`src/rtl/jtag_tapc.sv`:
```
// -----------------------------------------------------------------------------
// jtag_tapc - IEEE 1149.1 TAP controller
//
// Runs the 16-state TAP state machine on tck_i and holds the instruction
// register. It decodes the active instruction into shift, clock and update
// strobes for the external bypass cell and boundary-scan register. It also
// multiplexes the serial outputs of those registers onto tdo_o.
//
// Optional feature macro: JTAG_IDCODE_EN
//   defined   - 32-bit IDCODE register and IDCODE opcode (1) are built, and
//               the reset/TLR instruction is IDCODE.
//   undefined - no IDCODE register; opcode 1 decodes as BYPASS, and the
//               reset/TLR instruction is BYPASS.
//
// Parameters:
//   IR_WIDTH    instruction register width (>= 2)
//   IDCODE_VAL  device identification code (bit 0 must be 1)
//
// Ports:
//   tck_i        in   test clock
//   trst_i       in   asynchronous active-high TAP reset
//   tms_i        in   test mode select (sampled on posedge tck_i)
//   tdi_i        in   serial data in
//   tdo_o        out  serial data out (registered on negedge tck_i)
//   tdo_en_o     out  TDO drive enable, high in SHIFT_IR/SHIFT_DR (negedge)
//   by_tdo_i     in   serial out of the bypass cell
//   bsr_tdo_i    in   serial out of the boundary-scan chain
//   by_shift_o   out  bypass shift/capture select
//   by_clock_o   out  bypass clock enable
//   bsr_shift_o  out  BSR shift select
//   bsr_clock_o  out  BSR clock enable
//   bsr_update_o out  BSR update strobe
//   bsr_mode_o   out  BSR drives pins (EXTEST active)
//   state_o      out  current TAP state code
// -----------------------------------------------------------------------------
module jtag_tapc #(
   parameter int          IR_WIDTH   = 4,
   parameter logic [31:0] IDCODE_VAL = 32'h1000_0A6B
) (
   input  logic       tck_i,
   input  logic       trst_i,
   input  logic       tms_i,
   input  logic       tdi_i,
   output logic       tdo_o,
   output logic       tdo_en_o,
   input  logic       by_tdo_i,
   input  logic       bsr_tdo_i,
   output logic       by_shift_o,
   output logic       by_clock_o,
   output logic       bsr_shift_o,
   output logic       bsr_clock_o,
   output logic       bsr_update_o,
   output logic       bsr_mode_o,
   output logic [3:0] state_o
);

   typedef enum logic [3:0] {
      TLR      = 4'hF,
      RTI      = 4'hC,
      SEL_DR   = 4'h7,
      CAP_DR   = 4'h6,
      SHIFT_DR = 4'h2,
      EXIT1_DR = 4'h1,
      PAUSE_DR = 4'h3,
      EXIT2_DR = 4'h0,
      UPD_DR   = 4'h5,
      SEL_IR   = 4'h4,
      CAP_IR   = 4'hE,
      SHIFT_IR = 4'hA,
      EXIT1_IR = 4'h9,
      PAUSE_IR = 4'hB,
      EXIT2_IR = 4'h8,
      UPD_IR   = 4'hD
   } tap_state_t;

   localparam logic [IR_WIDTH-1:0] OP_EXTEST  = '0;
   localparam logic [IR_WIDTH-1:0] OP_SAMPLE  = IR_WIDTH'(2);
   localparam logic [IR_WIDTH-1:0] OP_BYPASS  = '1;
   localparam logic [IR_WIDTH-1:0] IR_CAPTURE = IR_WIDTH'(1);
`ifdef JTAG_IDCODE_EN
   localparam logic [IR_WIDTH-1:0] OP_IDCODE  = IR_WIDTH'(1);
   localparam logic [IR_WIDTH-1:0] IR_RESET   = OP_IDCODE;
`else
   localparam logic [IR_WIDTH-1:0] IR_RESET   = OP_BYPASS;
`endif

   // Elaboration-time sanity check of the configuration.
   if (IR_WIDTH < 2 || IDCODE_VAL[0] != 1'b1) begin : g_bad_cfg
      $error("jtag_tapc: IR_WIDTH must be >= 2 and IDCODE_VAL[0] must be 1");
   end

   tap_state_t          state_reg;
   logic [IR_WIDTH-1:0] ir_shift_reg;
   logic [IR_WIDTH-1:0] ir_reg;
   logic                tdo_reg;
   logic                tdo_en_reg;

   logic sel_bsr;
   logic sel_by;
   logic dr_tdo;

   // ---------------------------------------------------------------- TAP FSM
   always_ff @(posedge tck_i or posedge trst_i) begin
      if (trst_i) begin
         state_reg <= TLR;
      end else begin
         case (state_reg)
            TLR:      state_reg <= tms_i ? TLR      : RTI;
            RTI:      state_reg <= tms_i ? SEL_DR   : RTI;
            SEL_DR:   state_reg <= tms_i ? SEL_IR   : CAP_DR;
            CAP_DR:   state_reg <= tms_i ? EXIT1_DR : SHIFT_DR;
            SHIFT_DR: state_reg <= tms_i ? EXIT1_DR : SHIFT_DR;
            EXIT1_DR: state_reg <= tms_i ? UPD_DR   : PAUSE_DR;
            PAUSE_DR: state_reg <= tms_i ? EXIT2_DR : PAUSE_DR;
            EXIT2_DR: state_reg <= tms_i ? UPD_DR   : SHIFT_DR;
            UPD_DR:   state_reg <= tms_i ? SEL_DR   : RTI;
            SEL_IR:   state_reg <= tms_i ? TLR      : CAP_IR;
            CAP_IR:   state_reg <= tms_i ? EXIT1_IR : SHIFT_IR;
            SHIFT_IR: state_reg <= tms_i ? EXIT1_IR : SHIFT_IR;
            EXIT1_IR: state_reg <= tms_i ? UPD_IR   : PAUSE_IR;
            PAUSE_IR: state_reg <= tms_i ? EXIT2_IR : PAUSE_IR;
            EXIT2_IR: state_reg <= tms_i ? UPD_IR   : SHIFT_IR;
            UPD_IR:   state_reg <= tms_i ? SEL_DR   : RTI;
            default:  state_reg <= TLR;
         endcase
      end
   end

   // ---------------------------------------------------- instruction register
   // The active IR only changes in UPD_IR or TLR, so an aborted IR scan
   // (trst or a TMS walk to TLR) never leaves a half-shifted opcode active.
   always_ff @(posedge tck_i or posedge trst_i) begin
      if (trst_i) begin
         ir_shift_reg <= '0;
         ir_reg       <= IR_RESET;
      end else begin
         case (state_reg)
            CAP_IR:   ir_shift_reg <= IR_CAPTURE;
            SHIFT_IR: ir_shift_reg <= {tdi_i, ir_shift_reg[IR_WIDTH-1:1]};
            default:  ir_shift_reg <= ir_shift_reg;
         endcase
         if (state_reg == TLR)
            ir_reg <= IR_RESET;
         else if (state_reg == UPD_IR)
            ir_reg <= ir_shift_reg;
      end
   end

   // --------------------------------------------------------------- decoding
   assign sel_bsr = (ir_reg == OP_EXTEST) || (ir_reg == OP_SAMPLE);

`ifdef JTAG_IDCODE_EN
   logic        sel_id;
   logic [31:0] idcode_reg;

   assign sel_id = (ir_reg == OP_IDCODE);
   assign sel_by = !sel_bsr && !sel_id;

   always_ff @(posedge tck_i or posedge trst_i) begin
      if (trst_i) begin
         idcode_reg <= '0;
      end else if (sel_id && state_reg == CAP_DR) begin
         idcode_reg <= IDCODE_VAL;
      end else if (sel_id && state_reg == SHIFT_DR) begin
         idcode_reg <= {tdi_i, idcode_reg[31:1]};
      end
   end

   assign dr_tdo = sel_bsr ? bsr_tdo_i : (sel_id ? idcode_reg[0] : by_tdo_i);
`else
   // Every opcode other than EXTEST/SAMPLE, including 1, selects bypass.
   assign sel_by = !sel_bsr;
   assign dr_tdo = sel_bsr ? bsr_tdo_i : by_tdo_i;
`endif

   // Strobes are combinational so they follow the state in the same cycle.
   assign by_shift_o   = sel_by  && (state_reg == SHIFT_DR);
   assign by_clock_o   = sel_by  && (state_reg == SHIFT_DR || state_reg == CAP_DR);
   assign bsr_shift_o  = sel_bsr && (state_reg == SHIFT_DR);
   assign bsr_clock_o  = sel_bsr && (state_reg == SHIFT_DR || state_reg == CAP_DR);
   assign bsr_update_o = sel_bsr && (state_reg == UPD_DR);
   assign bsr_mode_o   = (ir_reg == OP_EXTEST);
   assign state_o      = state_reg;

   // -------------------------------------------------------------- TDO stage
   // Registered on the falling edge so the value is stable around the next
   // rising edge at the downstream device.
   always_ff @(negedge tck_i or posedge trst_i) begin
      if (trst_i) begin
         tdo_reg    <= 1'b0;
         tdo_en_reg <= 1'b0;
      end else begin
         tdo_en_reg <= (state_reg == SHIFT_IR) || (state_reg == SHIFT_DR);
         if (state_reg == SHIFT_IR)
            tdo_reg <= ir_shift_reg[0];
         else if (state_reg == SHIFT_DR)
            tdo_reg <= dr_tdo;
         else
            tdo_reg <= 1'b0;
      end
   end

   assign tdo_o    = tdo_reg;
   assign tdo_en_o = tdo_en_reg;

endmodule

```
`config.mk`:
```
export PLATFORM = sky130hd
export DESIGN_NAME = jtag_tapc
export DESIGN_NICKNAME = d
export VERILOG_FILES = /design/src/rtl/jtag_tapc.sv
export SDC_FILE = /design/constraint.sdc
export NUM_CORES = 1
export LEC_CHECK = 0
export ABC_AREA = 1
export CORE_MARGIN = 2
export CORE_UTILIZATION = 50
export CTS_BUF_LIST = sky130_fd_sc_hd__clkbuf_4 sky130_fd_sc_hd__clkbuf_8 sky130_fd_sc_hd__clkbuf_16
export DETAILED_ROUTE_END_ITERATION = 8
export PLACE_DENSITY = 0.9
export SLEW_MARGIN = 25
export SYNTH_ARGS = -nofsm -noshare
export SYNTH_HDL_FRONTEND = slang
export SYNTH_SLANG_ARGS = --single-unit
```
`constraint.sdc`:
```
create_clock -name tck_i -period 2.6 [get_ports tck_i]
set_clock_uncertainty 0.15 [all_clocks]
set_input_delay 0.52 -clock tck_i [delete_from_list [all_inputs] [get_ports tck_i]]
set_output_delay 0.52 -clock tck_i [all_outputs]
set_load 0.005 [all_outputs]
```
==> results.txt <==
Seq/Total Area, Yosys - 48.4%
Max_cap viols - 0
DR vias/cell - 5.87
Worst-path clk slew - 90 ps
Bufs and invs on worst path - 1
DRT Wirelength - 2400 um
Cell Rows - 13
Worst-margin pin slew - 362 ps
Mean Syn Cell Area - 7.30 um^2
DRC errors left - 0
Post-DP Area - 0.00101 mm^2
Cells after Synth - 102
DP HPWL - 1560 um
Syn nets - 108
Final nets - 142
Final Core Density - 80.4%
Ports - 18
CP Launch Type - flip-flop
Finished Cell Area - 0.00109 mm^2
CP Cell Sequence - buf_2
Min-Delay Path Class - flip-flop to flip-flop
RSZ-0062 raised after global routing - yes
Via Count - 880
Crit path arrival time - 2080 ps
First-pass detailed-route iteration total - 4
Bufs on Longest Clock Path - 2
Initial Util - 55.1%
# clock sinks - 14
Crit path capture type - output pin
Failing checks - setup timing
Synth Cell Area - 744 um^2
Worst Slack Setup Final - -147 ps
Status - complete, but fails checks
Die Y - 42.6 um
GRT busiest layer - met2
Critical path peak fanout - 1
CTS root buf - clkbuf_4
Met1 GRT Util - 33.1%
Critical Setup Path Class - flip-flop to output pin
PortBufs - 17
Congestion Overflow GR - 0
CTS buffer count - 3
Slew Viols, Final - 0
Post-route ant nets - 0
YS warnings - 0
TritonCTS clock tree - yes
Reg2reg path depth - 7
RR Endpoint - tdo_o
Post-synthesis sequential element count - 14
Reg2reg start - state_o[0]
Global-route wire length before repair - 3440 um
Min-Delay Endpoint - ir_reg[1]
First DRT Iteration DRCs - 70
Antenna Diode Count - 0
GR Util met3 - 3.45%
Slowest Stage Delay on Critical Path - 390 ps
Met2 Use GR - 40.9%
Fill cell count - 87
CP max-delay cell - dfrtn_1
Syn-to-layout area delta - 45.9%
Top delay family on crit path - flip-flops
Placer congestion estimate - 0.922
Max rail drop VDD - 788 uV
Final Hold Vio Count - 0
Vias in the first global route - 773
R2R setup slack - 60 ps
# setup viols final - 3
WL per Instance - 16.0 um
Core area - 0.00135 mm^2
Yosys cell types - 19
Die width - 42.6 um
Hold path depth - 2
Antenna violations before repair - 0
Largest net degree at the start of global routing - 10
Rel. slew slack - 75.6%
WP data required - 1930 ps
Share of layout cells above drive strength 1 - 27.4%
Leak - 0.555 nW
Hold buffer count at cts - 0
Gr usage total - 25.4%
Clock Latency Late Sink - 280 ps
H-tree depth - 1
Die area - 0.00181 mm^2
Pwr dens - 1250 mW/mm^2
HP Start - ir_reg[1]
-- cells by family (layout without fill, tap and decap cells) --
kind of cell	count (synthesis)	in the layout	share of synthesized area, %
and+or+nand+nor	62	62	35.3
buffers and inverters	17	50	8.57
AOI/OAI and AO/OA	9	9	7.73
DFF	14	14	48.4
-- per-layer routing --
| layer | share of wire [%] | wire length (um) |
|---|---|---|
| met1 | 38 | 913 |
| met4 | 2.8 | 68 |
| met5 | 0 | 0 |
| met3 | 10 | 251 |
| met2 | 49 | 1170 |
-- cell usage after synthesis --
library cell / count / share of area, %
a32oi_1: 3 / 3.5
clkbuf_1: 1 / 0.50
a21oi_1: 2 / 1.3
nand4_1: 2 / 1.7
o21ai_0: 2 / 1.3
inv_1: 13 / 6.6
o22ai_1: 1 / 0.84
nand3_1: 11 / 7.4
nor2_1: 17 / 8.6
and2_0: 1 / 0.84
dfrtp_1: 4 / 13
nor2_2: 1 / 0.84
nand2_1: 28 / 14
dfrtn_1: 2 / 6.7
dfstp_2: 8 / 28
inv_2: 3 / 1.5
o21ai_1: 1 / 0.67
nand3b_1: 1 / 1.0
nor4_1: 1 / 0.84
-- per-stage QoR --
step                hold slack, ps  setup slack (ps)  instances  TNS, ps  total power, mW
global route                   379              -181        150     -470             1.43
global placement               312              -220        144     -503             1.06
finish                         344              -147        150     -343             1.35
detailed placement             323              -228        144     -525             1.10
floorplan                      253              9.24        102        0            0.774
CTS                            336              -149        148     -296             1.25
-- layout make-up --
cell class                      count  area (um^2)  share of cell area (%)
Multi-Input combinational cell     71          350                    32.3
Sequential cell                    14          360                    33.2
Timing Repair Buffer               30          258                    23.7
Clock buffer                        4         36.3                    3.34
Tap cell                           15         18.8                    1.73
Inverter                           16         62.6                    5.76
-- report_power, final --
| group | internal [mW] | switching, mW |
|---|---|---|
| logic | 0.325 | 0.452 |
| registers | 0.364 | 0.0506 |
| clock network | 0.0853 | 0.0757 |
| total | 0.774 | 0.579 |
-- repair_timing --
action | CTS | global route
buffers inserted | 0 | 2
setup endpoints to repair | 3 | 3
pin swaps | 0 | 3
gates resized for setup | 9 | 7
-- tightest hold or removal path: cells and delay by family (launching register included) --
kind	cells	cell delay (ps)
AO/OA/AOI/OAI	1	60
AND/OR/NAND/NOR	1	50
flip-flops	1	380
-- worst max-delay path by stage --
stage / startpoint / to / slack, ps / cells past startpoint
floorplan: state_o[0] / tdo_o / 9 / 7
global placement: tdo_o / tdo_o / -220 / 1
detailed placement: tdo_en_o / tdo_en_o / -230 / 1
CTS: tdo_en_o / tdo_en_o / -150 / 1
global route: tdo_en_o / tdo_en_o / -180 / 1
finish: tdo_o / tdo_o / -150 / 1
-- cells in the final DEF, fill, tap and decap left out --
cell type,n
nor2_1,15
clkbuf_4,3
dfstp_2,8
a32oi_1,3
buf_2,2
inv_2,3
clkbuf_8,1
o21ai_0,2
dfrtn_1,2
nand2_1,26
nand3b_1,1
inv_4,1
nand3_1,10
clkdlybuf4s50_1,15
and2_0,1
nand4_1,2
nor2_4,1
nand2_4,2
inv_1,12
nand3_2,1
o21ai_1,1
a21oi_1,2
buf_4,13
nor4_1,1
o22ai_1,1
nor2_2,2
dfrtp_1,4
No activity file was read; power rests on OpenSTA's default activity.
==> RTL change 1: new RTL, same flow settings <==
`IR_WIDTH`: 4 -> 6.
--- a/src/rtl/jtag_tapc.sv
+++ b/src/rtl/jtag_tapc.sv
@@ -34,7 +34,7 @@
 //   state_o      out  current TAP state code
 // -----------------------------------------------------------------------------
 module jtag_tapc #(
-   parameter int          IR_WIDTH   = 4,
+   parameter int          IR_WIDTH   = 6,
    parameter logic [31:0] IDCODE_VAL = 32'h1000_0A6B
 ) (
    input  logic       tck_i,
Function: not checked (the comparison handles one clock edge and no latches or derived clocks); the edit may change what the design does.
==> RTL change 1 against the original RTL <==
The run still ends with setup timing left; worst setup slack lost 0.035 ns; combinational power grew 11%; routed wire length increased by 3.2%; total power grew 18%; synthesized area increased by 29%; synthesized cell count rose by 12%; cell area increased by 20%; sequential cell count increased by 4; critical path type unchanged; largest cell class unchanged.
==> RTL change 1: results (changes against the original RTL) <==
Global Route Usage Sum=24.1% (was 25.4%); Starting DRT DRC Count=50 (was 70); met3 WL=153 um (was 251 um); sequential-to-total area share from yosys stat=48.1% (was 48.4%); core area=0.00176 mm2 (was 0.00135 mm2); fin nets=152 (was 142); worst hold slack=0.358 ns (was 0.344 ns); failing checks=setup timing (unchanged); setup violators final=2 (was 3); min-delay src=ir_reg[4]$_DFFE_PP1P_ (was ir_reg[1]$_DFFE_PP1P_); Syn-to-layout area delta=34.9% (was 45.9%); worst skew pair latency=0.30 ns (was 0.28 ns); routed length per instance=14.6 um (was 16.0 um); Hold EP=ir_reg[4]$_DFFE_PP1P_ (was ir_reg[1]$_DFFE_PP1P_); IR Drop Worst-Case VDD=853 uV (was 788 uV); number of global-route vias before repair=854 (was 773); GRT met1 Usage=27.6% (was 33.1%); Routed met2 length=1270 um (was 1170 um); pin count of the biggest net entering global routing=11 (was 10); post-synthesis compound-gate area fraction=11.4% (was 7.73%); filler cell count=112 (was 87); status=finished with violations (unchanged); share of layout cells above drive strength 1=30.3% (was 27.4%); post-DR vias/cell=5.34 (was 5.87); Leak=0.000685 uW (was 0.000555 uW); CP Data Arrival Time=2.11 ns (was 2.08 ns); setup TNS=-0.358 ns (was -0.343 ns); Post-CTS Repair Setup Buffers=1 (was 0); setup ws final=-0.182 ns (was -0.147 ns); PostCTS Resize Cnt=8 (was 9); R2R cell count=4 (was 7); via count=908 (was 880); met2 Use GR=40.3% (was 40.9%)
RTL change 1: worst max-delay path by stage:
stage                    startpoint  slack, ns              end  cells past startpoint
2_1_floorplan  state_o[0]$_DFF_PP1_       0.03  tdo_o$_DFF_NP0_                      5
3_3_place_gp        tdo_o$_DFF_NP0_      -0.22            tdo_o                      1
3_5_place_dp        tdo_o$_DFF_NP0_      -0.24            tdo_o                      1
4_1_cts             tdo_o$_DFF_NP0_      -0.18            tdo_o                      1
5_1_grt          tdo_en_o$_DFF_NP0_      -0.22         tdo_en_o                      1
6_report            tdo_o$_DFF_NP0_      -0.18            tdo_o                      1
RTL change 1: layout make-up:
cell class | instances | share of cell area (%)
multi-input combinational | 71 | 32.4
clock buffer | 4 | 2.79
inverter | 24 | 7.31
tap | 25 | 2.41
sequential | 18 | 35.6
timing repair buffer | 28 | 19.4
RTL change 1: power breakdown:
part	internal, uW	switching [uW]
Combinational	363	500
Sequential	466	87.9
Clock	85.6	92.5
==> RTL change 2: new RTL, same flow settings <==
Made on the original files. Remove the register `tdo_en_reg`: a continuous assignment takes its place, so the output `tdo_en_o` follows one clock earlier.
--- a/src/rtl/jtag_tapc.sv
+++ b/src/rtl/jtag_tapc.sv
@@ -188,9 +188,7 @@
    always_ff @(negedge tck_i or posedge trst_i) begin
       if (trst_i) begin
          tdo_reg    <= 1'b0;
-         tdo_en_reg <= 1'b0;
       end else begin
-         tdo_en_reg <= (state_reg == SHIFT_IR) || (state_reg == SHIFT_DR);
          if (state_reg == SHIFT_IR)
             tdo_reg <= ir_shift_reg[0];
          else if (state_reg == SHIFT_DR)
@@ -200,6 +198,8 @@
       end
    end
 
+   assign tdo_en_reg = (state_reg == SHIFT_IR) || (state_reg == SHIFT_DR);
+
    assign tdo_o    = tdo_reg;
    assign tdo_en_o = tdo_en_reg;
 
Check against the original RTL: not checked (the comparison handles one clock edge and no latches or derived clocks); the edit may change what the design does.
==> RTL change 2 against the original RTL <==
Worst setup slack got worse by 0.00086 ns; clock power shrank 18%; worst hold slack improved by 0.027 ns; synthesized area grew 3.9%; the run still ends with setup timing left; non-clock buffer count is 3 lower; largest cell class is now multi-input gates; total power decreased by 9.8%; cell area shrank 2.6%; sequential cell count down 1; routed wire length shrank 22%.
==> RTL change 2: results (changes against the original RTL) <==
CP Data Arrival Time=2.08 ns (about the same); synth top area cells=dfstp_2 27%, dfrtp_1 13%, nand2_1 13% (was dfstp_2 28%, nand2_1 14%, dfrtp_1 13%); ys async rst share=100% (unchanged); Syn Nets=113 (was 108); delay-heaviest family, CP=flip-flops (unchanged); Worst Path Max Fanout=1 (unchanged); Area after DPL=0.00101 mm2 (about the same); filler cell count=101 (was 87); R2R Setup Slk=0.06 ns (about the same); Global Route Usage Sum=22.9% (was 25.4%); syn_area_per_cell=7.23 um2 (was 7.30 um2); Detailed Routing Iterations Pass 1=4 (unchanged); clock slew at reported path FFs=0.08 ns; Worst Tran Pin Value=0.289 ns (was 0.362 ns); share of layout cells above drive strength 1=25.0% (was 27.4%); slowest CP cell=dfrtn_1 (unchanged); Distinct cells, synth=20 (was 19); setup violators final=1 (was 3); Largest stage delay, worst path=0.39 ns (about the same); Leak=0.000565 uW (was 0.000555 uW); Port Buffer Count=17 (unchanged); pin count of the biggest net entering global routing=13 (was 10); status=finished with violations (unchanged); Starting DRT DRC Count=33 (was 70); # H-tree levels=1 (unchanged); failing checks=setup timing (unchanged); via count=797 (was 880); number of buffers created by CTS=3 (unchanged); maximum clock path buffer count=2 (unchanged); setup ws final=-0.148 ns (was -0.147 ns); commonest cells in the synthesized netlist=26 x nand2_1, 18 x inv_1, 18 x nor2_1 (was 28 x nand2_1, 17 x nor2_1, 13 x inv_1); Root Buffer=clkbuf_4 (unchanged); initial antenna violation count=0 (unchanged); Reg area=335 um2 (was 360 um2); worst skew pair latency=0.29 ns; hold crit path type=register to register (unchanged); DP HPWL=1400 um (was 1560 um); fin nets=143 (was 142); Synth warnings=0 (unchanged); diode count=0 (unchanged); first-pass GRT wire length=3050 um (was 3440 um); worst hold slack=0.371 ns (was 0.344 ns); number of global-route vias before repair=715 (was 773); gpl congestion=0.899 (was 0.922); IR Drop Worst-Case VDD=603 uV (was 788 uV); post-DR vias/cell=5.24 (was 5.87); routed length per instance=12.3 um (was 16.0 um); sequential-to-total area share from yosys stat=43.4% (was 48.4%)
RTL change 2: cell count changes in the layout (fill, tap and decap cells not counted), sizes merged, moves of 2 or more:
cell | before | now
buf | 15 | 11
inv | 16 | 20
a32oi | 3 | 0
a22oi | 0 | 4
nor2 | 18 | 21
dlymetal6s2s | 0 | 2
RTL change 2: final timing paths:
| path | startpoint | endpoint | cells past startpoint |
|---|---|---|---|
| min in group asynchronous | trst_i | ir_shift_reg[2]$_DFFE_PP0N_ | 3 |
| setup / recovery | tdo_o$_DFF_NP0_ | tdo_o | 1 |
| max in group asynchronous | trst_i | tdo_o$_DFF_NP0_ | 2 |
| hold / removal | ir_shift_reg[0]$_DFFE_PP0N_ | ir_reg[0]$_DFFE_PP1P_ | 2 |
| hold reg to reg | ir_shift_reg[0]$_DFFE_PP0N_ | ir_reg[0]$_DFFE_PP1P_ | 2 |
| setup reg to reg | state_o[2]$_DFF_PP1_ | tdo_o$_DFF_NP0_ | 6 |
RTL change 2: cells by family after synthesis:
family	count (synthesis)	share of synthesized area, %
and+or+nand+nor	61	36.1
buffers and inverters	22	11.8
DFF	13	43.4
AOI/OAI and AO/OA	11	8.74
RTL change 2: area by class of cell:
class | instances | area share [%]
clock buffer | 3 | 2.13
sequential | 13 | 31.7
multi-input combinational | 72 | 33.5
inverter | 20 | 7.10
timing repair buffer | 27 | 23.2
clock inverter | 1 | 0.473
tap | 16 | 1.89
RTL change 2: repair_timing:
action                                  in CTS  in global routing
endpoints found under the setup margin       2                  7
gates resized for setup                      4                  5
setup buffers                                1                  1
RTL change 2: stage by stage:
stage	setup TNS, ns	setup WS (ns)
2_1_floorplan	0	0.0383
3_3_place_gp	-0.338	-0.219
3_5_place_dp	-0.352	-0.224
4_1_cts	-0.150	-0.150
5_1_grt	-0.171	-0.170
6_report	-0.148	-0.148
RTL change 2: per-layer routing:
layer	global-route usage, %	up-vias	share of wire (%)
li1	-	395	-
met1	25.1	364	40
met2	37.6	30	50
met3	7.66	8	7.0
met4	14.5	0	3.0
met5	0	-	0
RTL change 2: power breakdown:
part	total, uW	internal (uW)	switching (uW)
clock	132	57.3	74.7
sequential	385	338	46.6
combinational	703	310	393
